File: config.mk
export PLATFORM = sky130hd
export DESIGN_NAME = adp_debug_bridge
export DESIGN_NICKNAME = d
export VERILOG_FILES = /design/src/rtl/adp_debug_bridge.sv
export SDC_FILE = /design/constraint.sdc
export NUM_CORES = 1
export LEC_CHECK = 0
export CAP_MARGIN = 20
export CORE_ASPECT_RATIO = 1.5
export CORE_MARGIN = 2
export CORE_UTILIZATION = 37
export DETAILED_ROUTE_END_ITERATION = 10
export HOLD_SLACK_MARGIN = 0.12
export PLACE_DENSITY = 0.84
export SLEW_MARGIN = 30
export SYNTH_ARGS = -nofsm -noshare
export SYNTH_HDL_FRONTEND = slang
export SYNTH_SLANG_ARGS = --single-unit
File: constraint.sdc
create_clock -name clk -period 2.1 [get_ports clk]
set_input_delay 0.42 -clock clk [delete_from_list [all_inputs] [get_ports clk]]
set_output_delay 0.42 -clock clk [all_outputs]
set_load 0.1 [all_outputs]
File: src/rtl/adp_debug_bridge.sv
// ADP debug bridge: turns synchronized DEBUG_READ/DEBUG_WRITE commands into single-beat
// SRAM / core-debug req/ack transactions. Optional REQ timeout under ADP_BRIDGE_TIMEOUT_EN.
module adp_debug_bridge #(
  parameter int ADDR_WIDTH      = 16,
  parameter int DATA_WIDTH      = 32,
  parameter int SRAM_ADDR_WIDTH = 13,
  parameter int TIMEOUT_CYCLES  = 255
) (
  input  logic                       clk,
  input  logic                       rst,
  input  logic                       cmd_valid,
  output logic                       cmd_ready,
  input  logic                       cmd_write,
  input  logic [ADDR_WIDTH-1:0]      cmd_addr,
  input  logic [DATA_WIDTH-1:0]      cmd_wdata,
  output logic                       rsp_valid,
  output logic [DATA_WIDTH-1:0]      rsp_rdata,
  output logic                       rsp_err,
  output logic                       sram_req,
  output logic                       sram_we,
  output logic [SRAM_ADDR_WIDTH-1:0] sram_addr,
  output logic [DATA_WIDTH-1:0]      sram_wdata,
  input  logic [DATA_WIDTH-1:0]      sram_rdata,
  input  logic                       sram_ack,
  output logic                       core_req,
  output logic                       core_we,
  output logic [2:0]                 core_sel,
  output logic [4:0]                 core_idx,
  output logic [DATA_WIDTH-1:0]      core_wdata,
  input  logic [DATA_WIDTH-1:0]      core_rdata,
  input  logic                       core_ack
);

  typedef enum logic [1:0] {IDLE, REQ, RESP} state_t;
  typedef enum logic [1:0] {MASK_NONE, MASK_ADC, MASK_DAC} mask_t;

  state_t                       state_q, state_d;
  mask_t                        mask_q, mask_d;
  logic                         wr_q, wr_d;
  logic                         cmd_ready_q, cmd_ready_d;
  logic                         rsp_valid_q, rsp_valid_d;
  logic [DATA_WIDTH-1:0]        rsp_rdata_q, rsp_rdata_d;
  logic                         rsp_err_q, rsp_err_d;
  logic                         sram_req_q, sram_req_d;
  logic                         sram_we_q, sram_we_d;
  logic [SRAM_ADDR_WIDTH-1:0]   sram_addr_q, sram_addr_d;
  logic [DATA_WIDTH-1:0]        sram_wdata_q, sram_wdata_d;
  logic                         core_req_q, core_req_d;
  logic                         core_we_q, core_we_d;
  logic [2:0]                   core_sel_q, core_sel_d;
  logic [4:0]                   core_idx_q, core_idx_d;
  logic [DATA_WIDTH-1:0]        core_wdata_q, core_wdata_d;
`ifdef ADP_BRIDGE_TIMEOUT_EN
  logic [7:0]                   wait_cnt_q, wait_cnt_d;
`endif

  logic       hit_sram, hit_x0, hit_gpr, hit_core, ack;
  logic [2:0] dec_sel;
  mask_t      dec_mask;
  logic [DATA_WIDTH-1:0] bus_rdata;

  // ADC exposes only bits [15:8], DAC only [7:0], in both directions
  function automatic logic [DATA_WIDTH-1:0] apply_mask(input mask_t m, input logic [DATA_WIDTH-1:0] d);
    logic [DATA_WIDTH-1:0] r;
    r = d;
    if (m == MASK_ADC) begin
      r = '0;
      r[15:8] = d[15:8];
    end else if (m == MASK_DAC) begin
      r = '0;
      r[7:0] = d[7:0];
    end
    return r;
  endfunction

  always_comb begin
    hit_sram = (cmd_addr[15:13] == 3'b001);
    hit_x0   = (cmd_addr == ADDR_WIDTH'(16'h4000));
    hit_gpr  = (cmd_addr[15:5] == 11'h200) && !hit_x0;
    hit_core = (cmd_addr[15:2] == 14'h2000);
    dec_sel  = 3'(cmd_addr[1:0]) + 3'd1;
    dec_mask = MASK_NONE;
    if (hit_core && cmd_addr[1:0] == 2'd2) dec_mask = MASK_ADC;
    if (hit_core && cmd_addr[1:0] == 2'd3) dec_mask = MASK_DAC;
    ack       = (sram_req_q & sram_ack) | (core_req_q & core_ack);
    bus_rdata = sram_req_q ? sram_rdata : apply_mask(mask_q, core_rdata);
  end

  always_comb begin
    state_d      = state_q;
    mask_d       = mask_q;
    wr_d         = wr_q;
    cmd_ready_d  = cmd_ready_q;
    rsp_valid_d  = 1'b0;
    rsp_rdata_d  = rsp_rdata_q;
    rsp_err_d    = rsp_err_q;
    sram_req_d   = sram_req_q;
    sram_we_d    = sram_we_q;
    sram_addr_d  = sram_addr_q;
    sram_wdata_d = sram_wdata_q;
    core_req_d   = core_req_q;
    core_we_d    = core_we_q;
    core_sel_d   = core_sel_q;
    core_idx_d   = core_idx_q;
    core_wdata_d = core_wdata_q;
`ifdef ADP_BRIDGE_TIMEOUT_EN
    wait_cnt_d   = wait_cnt_q;
`endif
    case (state_q)
      IDLE: begin
        if (cmd_valid) begin
          cmd_ready_d = 1'b0;
          wr_d        = cmd_write;
          mask_d      = dec_mask;
`ifdef ADP_BRIDGE_TIMEOUT_EN
          wait_cnt_d  = '0;
`endif
          if (hit_sram) begin
            sram_req_d   = 1'b1;
            sram_we_d    = cmd_write;
            sram_addr_d  = cmd_addr[SRAM_ADDR_WIDTH-1:0];
            sram_wdata_d = cmd_wdata;
            state_d      = REQ;
          end else if (hit_gpr || hit_core) begin
            core_req_d   = 1'b1;
            core_we_d    = cmd_write;
            core_sel_d   = hit_gpr ? 3'd0 : dec_sel;
            core_idx_d   = hit_gpr ? cmd_addr[4:0] : 5'd0;
            core_wdata_d = apply_mask(dec_mask, cmd_wdata);
            state_d      = REQ;
          end else begin
            // x0 and unmapped addresses complete locally without touching a bus
            rsp_valid_d = 1'b1;
            rsp_err_d   = !hit_x0;
            if (!cmd_write || !hit_x0) rsp_rdata_d = '0;
            state_d     = RESP;
          end
        end
      end
      REQ: begin
        if (ack) begin
          sram_req_d  = 1'b0;
          core_req_d  = 1'b0;
          rsp_valid_d = 1'b1;
          rsp_err_d   = 1'b0;
          if (!wr_q) rsp_rdata_d = bus_rdata;
          state_d     = RESP;
        end
`ifdef ADP_BRIDGE_TIMEOUT_EN
        else if (wait_cnt_q == 8'(TIMEOUT_CYCLES - 1)) begin
          sram_req_d  = 1'b0;
          core_req_d  = 1'b0;
          rsp_valid_d = 1'b1;
          rsp_err_d   = 1'b1;
          if (!wr_q) rsp_rdata_d = '0;
          state_d     = RESP;
        end else begin
          wait_cnt_d = wait_cnt_q + 8'd1;
        end
`endif
      end
      RESP: begin
        cmd_ready_d = 1'b1;
        state_d     = IDLE;
      end
      default: begin
        cmd_ready_d = 1'b1;
        state_d     = IDLE;
      end
    endcase
  end

  always_ff @(posedge clk) begin
    if (rst) begin
      state_q      <= IDLE;
      mask_q       <= MASK_NONE;
      wr_q         <= 1'b0;
      cmd_ready_q  <= 1'b1;
      rsp_valid_q  <= 1'b0;
      rsp_rdata_q  <= '0;
      rsp_err_q    <= 1'b0;
      sram_req_q   <= 1'b0;
      sram_we_q    <= 1'b0;
      sram_addr_q  <= '0;
      sram_wdata_q <= '0;
      core_req_q   <= 1'b0;
      core_we_q    <= 1'b0;
      core_sel_q   <= '0;
      core_idx_q   <= '0;
      core_wdata_q <= '0;
`ifdef ADP_BRIDGE_TIMEOUT_EN
      wait_cnt_q   <= '0;
`endif
    end else begin
      state_q      <= state_d;
      mask_q       <= mask_d;
      wr_q         <= wr_d;
      cmd_ready_q  <= cmd_ready_d;
      rsp_valid_q  <= rsp_valid_d;
      rsp_rdata_q  <= rsp_rdata_d;
      rsp_err_q    <= rsp_err_d;
      sram_req_q   <= sram_req_d;
      sram_we_q    <= sram_we_d;
      sram_addr_q  <= sram_addr_d;
      sram_wdata_q <= sram_wdata_d;
      core_req_q   <= core_req_d;
      core_we_q    <= core_we_d;
      core_sel_q   <= core_sel_d;
      core_idx_q   <= core_idx_d;
      core_wdata_q <= core_wdata_d;
`ifdef ADP_BRIDGE_TIMEOUT_EN
      wait_cnt_q   <= wait_cnt_d;
`endif
    end
  end

  assign cmd_ready  = cmd_ready_q;
  assign rsp_valid  = rsp_valid_q;
  assign rsp_rdata  = rsp_rdata_q;
  assign rsp_err    = rsp_err_q;
  assign sram_req   = sram_req_q;
  assign sram_we    = sram_we_q;
  assign sram_addr  = sram_addr_q;
  assign sram_wdata = sram_wdata_q;
  assign core_req   = core_req_q;
  assign core_we    = core_we_q;
  assign core_sel   = core_sel_q;
  assign core_idx   = core_idx_q;
  assign core_wdata = core_wdata_q;

endmodule

# [Yosys cells after proc, flatten, opt, wreduce, memory -nomap -nowiden]
# Index checks and enable logic that the tools add are counted.
[op_classes] muxes=40 n_addsub=1 bitwise_logic=5 n_reduce_logical=18 n_eq_ne=19
[op_table] operator="32-bit 2-to-1 mux" count=11
[op_table] operator="32-bit case mux with 2 select lines" count=1
[op_table] operator="16-bit by 15-bit == test with 1-bit output (second input constant)" count=1
[op_table] operator="2-bit != test (second input constant)" count=8
[op_table] operator="1-bit 2-to-1 mux" count=15
[op_table] operator="14-bit == test (second input constant)" count=1
[op_table] operator="11-bit by 10-bit == test with 1-bit output (second input constant)" count=1
[op_table] operator="2-bit 2-to-1 mux" count=5
[op_table] operator="1-bit case mux with 2 select lines" count=5
[op_table] operator="5-bit AND reduction" count=2
[op_table] operator="2-bit == test (second input constant)" count=4
[op_table] operator="4-bit AND reduction" count=2
[op_table] operator="7-bit AND reduction" count=1
[op_table] operator="2-bit by 1-bit == test with 1-bit output (second input constant)" count=3
[op_table] operator="2-bit AND reduction" count=3
[op_table] operator="5-bit 2-to-1 mux" count=1
[op_table] operator="2-bit case mux with 2 select lines" count=1
[op_table] operator="2-bit by 1-bit adder with 3-bit output (second input constant)" count=1
[op_table] operator="3-bit by 1-bit == test with 1-bit output (second input constant)" count=1
[op_table] operator="1-bit logical AND" count=3
[op_table] operator="3-bit 2-to-1 mux" count=1
[op_table] operator="3-bit AND reduction" count=1
[op_table] operator="1-bit AND" count=2
[op_table] operator="1-bit logical NOT" count=2
[op_table] operator="other kinds (5)" count=7
[word_totals] in_bits=118 word_cells=99 out_inout_bits=124 ff_bits=129

# [Logic depth before layout (Yosys ltp)]
# Gate-level depths: netlist of the first run.
[depth] depth_word=8 depth_mapped=10 mapped_depth_nobuf=7

# [Worst setup path before layout of the first run]
# No wires, ideal clock.
[synth_timing] kind="flip-flop to flip-flop" startpoint="reg sram_req_q (netlist: sram_req)" endpoint="reg rsp_rdata_q[0] (netlist: rsp_rdata[0])" setup_slack_ps=-191 setup_ps=147 path_buffers=1 t_arrival_ps=2145 t_required_ps=1953 stages_incl_launch_ff=7 synth_period_minus_slack_ps=2291 cell_sequence="dfxtp_1 > a22o_1 > a31oi_1 > a211o_1 > a21oi_1 > buf_2 > o32ai_2"
[synth_via] elab_chain_cells=4 elab_cells_between_ends=8 classes_between="eq/ne (1); mux (4); bitwise (2); reduce/logical (1)"
[synth_lines] element="from (decl)" line="44" rtl="logic sram_req_q, sram_req_d;"
[synth_lines] element="from (signal assigned)" line="202" rtl="sram_req_q <= sram_req_d;"
[synth_lines] element="1-bit AND / 32-bit 2-to-1 mux (equally long branches)" line="85, 86"
[synth_lines] element="1-bit bitwise OR / 32-bit 2-to-1 mux (equally long branches)" line="85, 146"
[synth_lines] element="2-bit != test (no line) / 32-bit 2-to-1 mux (equally long branches)"
[synth_lines] element="7-bit AND reduction (no line) / 32-bit case mux with 2 select lines (equally long branches)"
[synth_lines] element="to (signal assigned)" line="200" rtl="rsp_rdata_q <= rsp_rdata_d;"
[synth_lines] element="to (decl)" line="42" rtl="logic [DATA_WIDTH-1:0] rsp_rdata_q, rsp_rdata_d;"
# Several ways; a longest one is shown, not always the timed one. The select of a mux whose other input is x is not followed.
# A chain may end at the register's enable or synchronous reset.

# [Worst setup path after layout of the first run]
[layout_timing] startpoint="in cmd_addr[12]" endpoint="reg rsp_rdata_q[30] (netlist: rsp_rdata[30])"
[layout_via] elab_chain_cells=6 elab_cells_between_ends=10 classes_between="eq/ne (5); reduce/logical (5)"
[layout_lines] element="from (decl)" line="14" rtl="input logic [ADDR_WIDTH-1:0] cmd_addr,"
[layout_lines] element="16-bit by 15-bit == test with 1-bit output" line="78" rtl="hit_x0 = (cmd_addr == ADDR_WIDTH'(16'h4000));"
[layout_lines] element="1-bit logical NOT" line="79, 135"
[layout_lines] element="1-bit logical AND" line="79" rtl="hit_gpr = (cmd_addr[15:5] == 11'h200) && !hit_x0;"
[layout_lines] element="1-bit logical OR" line="124" rtl="end else if (hit_gpr || hit_core) begin"
[layout_lines] element="2-bit != test (no line)"
[layout_lines] element="7-bit AND reduction (no line) *"
# Every way passes the cells marked *; elsewhere a longest branch is shown, timed or not.

==> metrics.md, run 1 <==
| Metric | Value |
|---|---|
| Status | finished, final reports clean |
| Sequential share of the synthesized area | 49.4% |
| Initial Util | 37.6% |
| Pin count of the biggest net entering global routing | 70 |
| Comb power frac | 12.9% |
| Tightest Hold Check Type | input port to register |
| Die height | 150 µm |
| Die area | 15100 µm² |
| Cell repeated most along the worst path | buf_12 |
| Leakage power figure | 3.60 nW |
| Post-route clock period utilization | 97.5% |
| Smallest setup slack after layout | 0.0518 ns |
| CTS tree | built |
| Clock power frac | 49.0% |
| Slew HR | 59.6% |
| CP arrival | 2.36 ns |
| Worst IR Drop VDD | 0.566 mV |
| Gp weighted congestion | 0.841 |
| Worst-path fanout max | 6 |
| Post-synth ARST share | 0% |
| Top cells by area, synth | dfxtp_1 (49%), o32ai_2 (9.3%), nand2_1 (8.6%) |
| Synth Flop Type | dfxtp_1 |
| Vias in the first global route | 5346 |
| Final core area utilization | 63.0% |
| Number of synthesized flops with an enable pin | 0 |
| CTS buffer count | 17 |
| Hold Fails Final Rpt | 0 |
| Number of core rows | 53 |
| Clk_skew | 0.0129 ns |
| Skew-Pair Late Insertion Delay | 0.41 ns |
| Reg-to-reg startpoint | state_q[1] |
| Nets@finish | 961 |
| Cell Count, Final, Fillers Out | 1017 |
| WL/cell | 16.9 µm |
| Ant diodes | 0 |
| Avg Cell Area, Syn | 9.29 µm² |
| Pwr/cell area | 745 nW/µm² |
| Synth Net Count | 684 |
| I/O pin total | 242 |
| First-pass GRT wire length | 26100 µm |
| Share of the synthesized area in the top cell type | 49.4% |
| Max Clk Rate | 488 MHz |
| Slowest-stage cell, CP | or4_4 |
| Layout cells sized above 1 | 32.4% |
| GR Util All Layers | 21.9% |
| Least-Margin Pin Slew | 0.604 ns |
| Area grow syn2layout | 67.7% |
| Die Span X | 101 µm |
| H-tree levels | 4 |
| Area leader, netlist | dfxtp_1 |
| Total number of vias | 5263 |
| Fill count | 1093 |
| Switching part of the total | 23.0% |
| Final setup viols | 0 |
| Clk sink count | 129 |
| Longest Clk Path Bufs | 2 |
| Placed cells | 972 |
| Kind of cell adding the most delay to the critical path | buffers and inverters |
| CP Data Required Time | 2.42 ns |
| Drt first pass iters | 5 |
| Clock root buffer | clkbuf_16 |
| Startpoint types | input port |
| Worst Setup SP | cmd_addr[12] |
| Crit-path max cell delay | 0.54 ns |
| Overflow left after global routing | 0 |
| DRC errors left | 0 |
| Hold path startpoint | cmd_addr[8] |
| Starting DRC count in detailed routing | 155 |
| Via-to-Cell Ratio | 5.18 |
| #FFs+latches synth | 129 |
| Crit path cell chain | dlygate4sd2_1 -> or4_4 -> nor3_4 -> buf_12 -> buf_6 -> a211o_1 -> a21oi_4 -> buf_12 -> buf_16 -> o32ai_4 |
| Number of antenna violations at the first check in global routing | 0 |
| Post-synthesis cell count | 563 |
| IO buf count | 241 |
| Worst slack, placed | -0.551 ns |
| Post-DRT Antenna Nets | 0 |
| Post-synthesis cell area | 5230 µm² |
| Distinct cells, synth | 45 |
| WS Path Type | input port to register |
| DRT Wirelength | 17200 µm |
| P_int | 5.04 mW |
| Seq pwr share | 38.1% |
| Tmin final | 2.05 ns |
| Net Switching | 1.50 mW |
| Core Region | 13900 µm² |
| Synth Warn # | 0 |
| Setup TNS | 0 ns |
| CP Buf/Inv Count | 5 |
| Clock slew at reported path FFs | 0.06 ns |
| Post-DP HPWL | 12100 µm |
| Maxcap violations | 0 |
| CP Capture Type | register |
| Fin. max-slew vios | 0 |
## synthesized netlist by cell type (2+ instances only)
master / count
buf_2: 5
dfxtp_1: 129
nor3_1: 4
clkbuf_1: 28
nor2b_1: 6
buf_6: 2
a21oi_1: 71
a221oi_1: 2
nand2_1: 120
inv_1: 36
a32o_1: 7
nand2b_1: 2
buf_1: 5
o32ai_2: 30
buf_4: 2
nand4_1: 3
o32ai_1: 2
o21ai_1: 2
a22o_1: 6
a22oi_1: 37
or3_1: 2
nor2_1: 11
nand3_1: 17
and3_1: 3
a32o_2: 9
ha_1: 3
## cell families (layout without fill, tap and decap cells)
group | count (synthesis) | after routing | synth area share [%]
buffers and inverters | 80 | 369 | 6.50
adders and majority gates | 3 | 3 | 0.717
DFF | 129 | 129 | 49.4
and+or+nand+nor | 180 | 180 | 16.0
AOI/OAI and AO/OA | 171 | 171 | 27.4
## registers in the layout, summed over array words and instances (netlist names)
signal	flops
wr_q	1
rsp_err	1
rsp_valid	1
sram_addr	13
cmd_ready	1
core_we	1
core_req	1
core_wdata	32
core_idx	5
sram_req	1
sram_wdata	32
rsp_rdata	32
mask_q	2
sram_we	1
core_sel	3
state_q	2
## metrics by stage
| stage | hold WS, ns | cell area (µm²) | power [mW] |
|---|---|---|---|
| after floorplan | 0.436 | 5240 | 2.91 |
| after global placement | 0.439 | 7840 | 3.30 |
| after detailed placement | 0.444 | 7840 | 3.31 |
| after CTS | 0.306 | 8700 | 6.58 |
| after global routing | 0.311 | 8780 | 6.75 |
| final | 0.309 | 8780 | 6.54 |
## final timing paths
path | end | slack, ns | cells after the start
worst max-delay path | rsp_rdata[30] | 0.05 | 10
worst min-delay path | sram_addr[8] | 0.31 | 3
worst max register to register | sram_addr[6] | 0.29 | 6
worst min register to register | core_wdata[10] | 0.45 | 2
## layout by cell type, fill, tap and decap left out, drive strengths merged, types with 3 or more instances in the layout
cell / synthesis / routed
buf: 15 / 184
dfxtp: 129 / 129
nand2: 120 / 120
clkdlybuf4s50: 0 / 103
a21oi: 71 / 71
a22oi: 37 / 37
inv: 37 / 37
o32ai: 32 / 32
clkbuf: 28 / 25
nand3: 18 / 18
a32o: 16 / 16
nor2: 12 / 12
a22o: 6 / 6
dlygate4sd2: 0 / 6
nor2b: 6 / 6
bufinv: 0 / 5
nor3: 5 / 5
nand4: 3 / 3
dlymetal6s2s: 0 / 3
and3: 3 / 3
ha: 3 / 3
clkinv: 0 / 3
## final cells by class
cell class / instances / area, µm² / share of cell area (%)
clock buffer: 22 / 464 / 5.29
timing repair buffer: 301 / 2790 / 31.8
clock inverter: 9 / 180 / 2.05
sequential: 129 / 2580 / 29.5
multi-input combinational: 354 / 2410 / 27.5
inverter: 37 / 139 / 1.58
tap: 165 / 206 / 2.35
## metal layers
| layer | track usage, % | wire length, µm | vias up |
|---|---|---|---|
| li1 | - | - | 2561 |
| met1 | 23.1 | 6470 | 2467 |
| met2 | 39.9 | 9180 | 198 |
| met3 | 5.70 | 1040 | 37 |
| met4 | 10.0 | 528 | 0 |
| met5 | 0 | 0 | - |
## power groups by stage
stage | Clock, mW | Sequential (mW) | Combinational, mW
after floorplan | 0 | 2.71 | 0.199
after global placement | 0 | 2.54 | 0.759
after detailed placement | 0 | 2.54 | 0.768
after CTS | 3.27 | 2.49 | 0.828
after global routing | 3.37 | 2.49 | 0.888
final | 3.20 | 2.49 | 0.845
## tightest hold or removal path: stages
cell	delay, ns
dlymetal6s2s_1	0.13
nand2_1	0.06
a21oi_1	0.05
## timing repair
item                       in CTS  in global routing
setup endpoints to repair      70                 54
pin swaps                       8                  7
hold buffers                    0                  0
cloned                          3                  1
buffers inserted                9                  1
gates resized for setup        21                 16
Note: power is estimated with default switching activity, not from simulation.
==> inputs of run 2 (changes only) <==
==> constraint.sdc (replaced) <==
create_clock -name clk -period 2.1 [get_ports clk]
set_input_delay 0.42 -clock clk [delete_from_list [all_inputs] [get_ports clk]]
set_output_delay 0.42 -clock clk [all_outputs]
set_load 0.02 [all_outputs]
==> metrics.md, run 2 (same netlist as run 1, synthesis figures left out) <==
| Metric | Value |
|---|---|
| Number of antenna violations at the first check in global routing | 0 (unchanged) |
| Layout cells sized above 1 | 17.2% (was 32.4%) |
| Setup TNS | 0 ns (unchanged) |
| CP Buf/Inv Count | 3 (was 5) |
| Clock slew at reported path FFs | 0.06 ns (about the same) |
| Most frequent cells in the layout | clkdlybuf4s50_1 (228), dfxtp_1 (129), nand2_1 (118) (was buf_4 (166), dfxtp_1 (127), nand2_1 (119)) |
| Nets@finish | 958 (was 961) |
| Clock root buffer | clkbuf_16 (unchanged) |
| Worst-path fanout max | 8 (was 6) |
| Post-DP HPWL | 12000 µm (was 12100 µm) |
| Clk_skew | 0.00928 ns (was 0.0129 ns) |
| DRC errors left | 0 (unchanged) |
| Final instance area | 8890 µm² (was 8780 µm²) |
| Leakage power figure | 3.26 nW (was 3.60 nW) |
| Slowest-stage cell, CP | or4_4 (unchanged) |
| WS Path Type | input port to register (unchanged) |
| CTS buffer count | 17 (unchanged) |
| Final setup viols | 0 (unchanged) |
| Placed cells | 972 (unchanged) |
| Die height | 150 µm (unchanged) |
| Total number of vias | 5304 (was 5263) |
| CP arrival | 2.40 ns (was 2.36 ns) |
| Pwr/cell area | 707 nW/µm² (was 745 nW/µm²) |
| Slew HR | 52.9% (was 59.6%) |
| Kind of cell adding the most delay to the critical path | buffers and inverters (unchanged) |
| Fill count | 1158 (was 1093) |
| First-pass GRT wire length | 26400 µm (was 26100 µm) |
| WL/cell | 16.9 µm (about the same) |
| Pin count of the biggest net entering global routing | 78 (was 70) |
| Maxcap violations | 0 (unchanged) |
| Startpoint types | input port (unchanged) |
| CP Capture Type | register (unchanged) |
| Core Region | 13900 µm² (unchanged) |
| Ant diodes | 0 (unchanged) |
| CTS tree | built (unchanged) |
| I/O pin total | 242 (unchanged) |
| Longest Clk Path Bufs | 2 (unchanged) |
| Vias in the first global route | 5297 (was 5346) |
| H-tree levels | 4 (unchanged) |
| Starting DRC count in detailed routing | 215 (was 155) |
| Post-route clock period utilization | 99.5% (was 97.5%) |
| Gp weighted congestion | 0.833 (was 0.841) |
| Reg-to-reg startpoint | state_q[0] (was state_q[1]) |
| Hold Fails Final Rpt | 0 (unchanged) |
| CP Data Required Time | 2.41 ns (was 2.42 ns) |
| Die Span X | 101 µm (unchanged) |
| Worst IR Drop VDD | 0.696 mV (was 0.566 mV) |
| Crit path cell chain | clkdlybuf4s50_1 -> or4_4 -> nor3_4 -> buf_6 -> a21o_1 -> a21oi_4 -> buf_12 -> o32ai_2 (was dlygate4sd2_1 -> or4_4 -> nor3_4 -> buf_12 -> buf_6 -> a211o_1 -> a21oi_4 -> buf_12 -> buf_16 -> o32ai_4) |
| Overflow left after global routing | 0 (unchanged) |
| Number of core rows | 53 (unchanged) |
| Clk sink count | 129 (unchanged) |
| Hold path startpoint | rst (was cmd_addr[8]) |
| Post-DRT Antenna Nets | 0 (unchanged) |
| Worst Setup SP | cmd_addr[8] (was cmd_addr[12]) |
| RSZ-0062 raised after global routing | true |
| Max Clk Rate | 479 MHz (was 488 MHz) |
| Drt first pass iters | 4 (was 5) |
| Via-to-Cell Ratio | 5.23 (was 5.18) |
| Least-Margin Pin Slew | 0.703 ns (was 0.604 ns) |
| FF/Latch Area | 2580 µm² (about the same) |
| DRT Wirelength | 17200 µm (about the same) |
| Fin. max-slew vios | 0 (unchanged) |
| Die area | 15100 µm² (unchanged) |
| Status | finished, final reports clean (unchanged) |
| Final core area utilization | 63.8% (was 63.0%) |
| Most common cell after layout, fill and taps aside | clkdlybuf4s50_1 (was buf_4) |
| Cell Count, Final, Fillers Out | 1015 (was 1017) |
| Tmin final | 2.09 ns (was 2.05 ns) |
| Area taken by multi-input logic gates | 2370 µm² (was 2410 µm²) |
| Area post-placement | 8120 µm² (was 7840 µm²) |
| Initial Util | 37.6% (unchanged) |
| GR Util All Layers | 22.1% (was 21.9%) |
| Area grow syn2layout | 69.8% (was 67.7%) |
| Tightest Hold Check Type | input port to register (unchanged) |
| Crit-path max cell delay | 0.44 ns (was 0.54 ns) |
| Skew-Pair Late Insertion Delay | 0.40 ns (was 0.41 ns) |
| IO buf count | 241 (unchanged) |
## run 2: cell types whose count changed in the layout (fill, tap and decap cells not counted), sizes merged
| cell | change |
|---|---|
| buf | -126 |
| clkdlybuf4s50 | +125 |
| clkbuf | -5 |
| dlygate4sd2 | +4 |
| dlymetal6s2s | -3 |
| clkinvlp | +2 |
| bufinv | -1 |
| clkinv | +1 |
| inv | +1 |
## run 2: through the flow
step,power [mW],hold slack [ns],worst slack [ns]
finish,6.28,0.293,0.0112
global route,6.51,0.297,-0.0164
CTS,6.33,0.266,0.0378
detailed placement,3.18,0.444,-0.593
global placement,3.17,0.438,-0.525
floorplan,2.77,0.436,0.0251
## run 2: cell type report
cell class / instances / area share, %
Multi-Input combinational cell: 354 / 26.7
Sequential cell: 129 / 29.1
Timing Repair Buffer: 298 / 33.3
Tap cell: 165 / 2.32
Clock buffer: 20 / 5.03
Clock inverter: 12 / 2.06
Inverter: 37 / 1.56
## run 2: path summary, 6_finish.rpt
check                                      to  slack (ns)  cells after the start
worst max-delay path             rsp_rdata[7]        0.01                      8
worst min-delay path                 core_req        0.29                      2
worst max register to register   rsp_rdata[7]        0.29                      7
worst min register to register  core_wdata[4]        0.45                      2
## run 2: worst reg2reg max path, cell delays in order, from the launching register on
cell and delay [ns]:
dfxtp_1 0.31, buf_4 0.16, nor2b_1 0.18, a31oi_1 0.08, a211o_1 0.27, a21oi_4 0.38, buf_12 0.20, o32ai_2 0.09
## run 2: timing repair
item / in CTS / in global routing
hold endpoints to repair: 0 / 0
pin swaps: 9 / 2
resized for setup: 24 / 3
cloned: 2 / 0
hold buffers: 0 / 0
setup buffers: 10 / 0
setup endpoints to repair: 64 / 4
## run 2: report_power, final
group / total [mW] / leakage, nW / internal, mW / switching, mW
Sequential: 2.49 / 1.04 / 2.47 / 0.0129
Clock: 3.12 / 0.297 / 2.03 / 1.10
Combinational: 0.668 / 1.92 / 0.368 / 0.300
Total: 6.28 / 3.26 / 4.87 / 1.41
## run 2: layer usage
metal  vias to the layer above  share of wire (%)  GRT usage, %
li1                       2552                  -             -
met1                      2525                 38          23.7
met2                       200                 53          41.4
met3                        27                6.5          5.46
met4                         0                2.1          7.57
met5                         -                  0             0
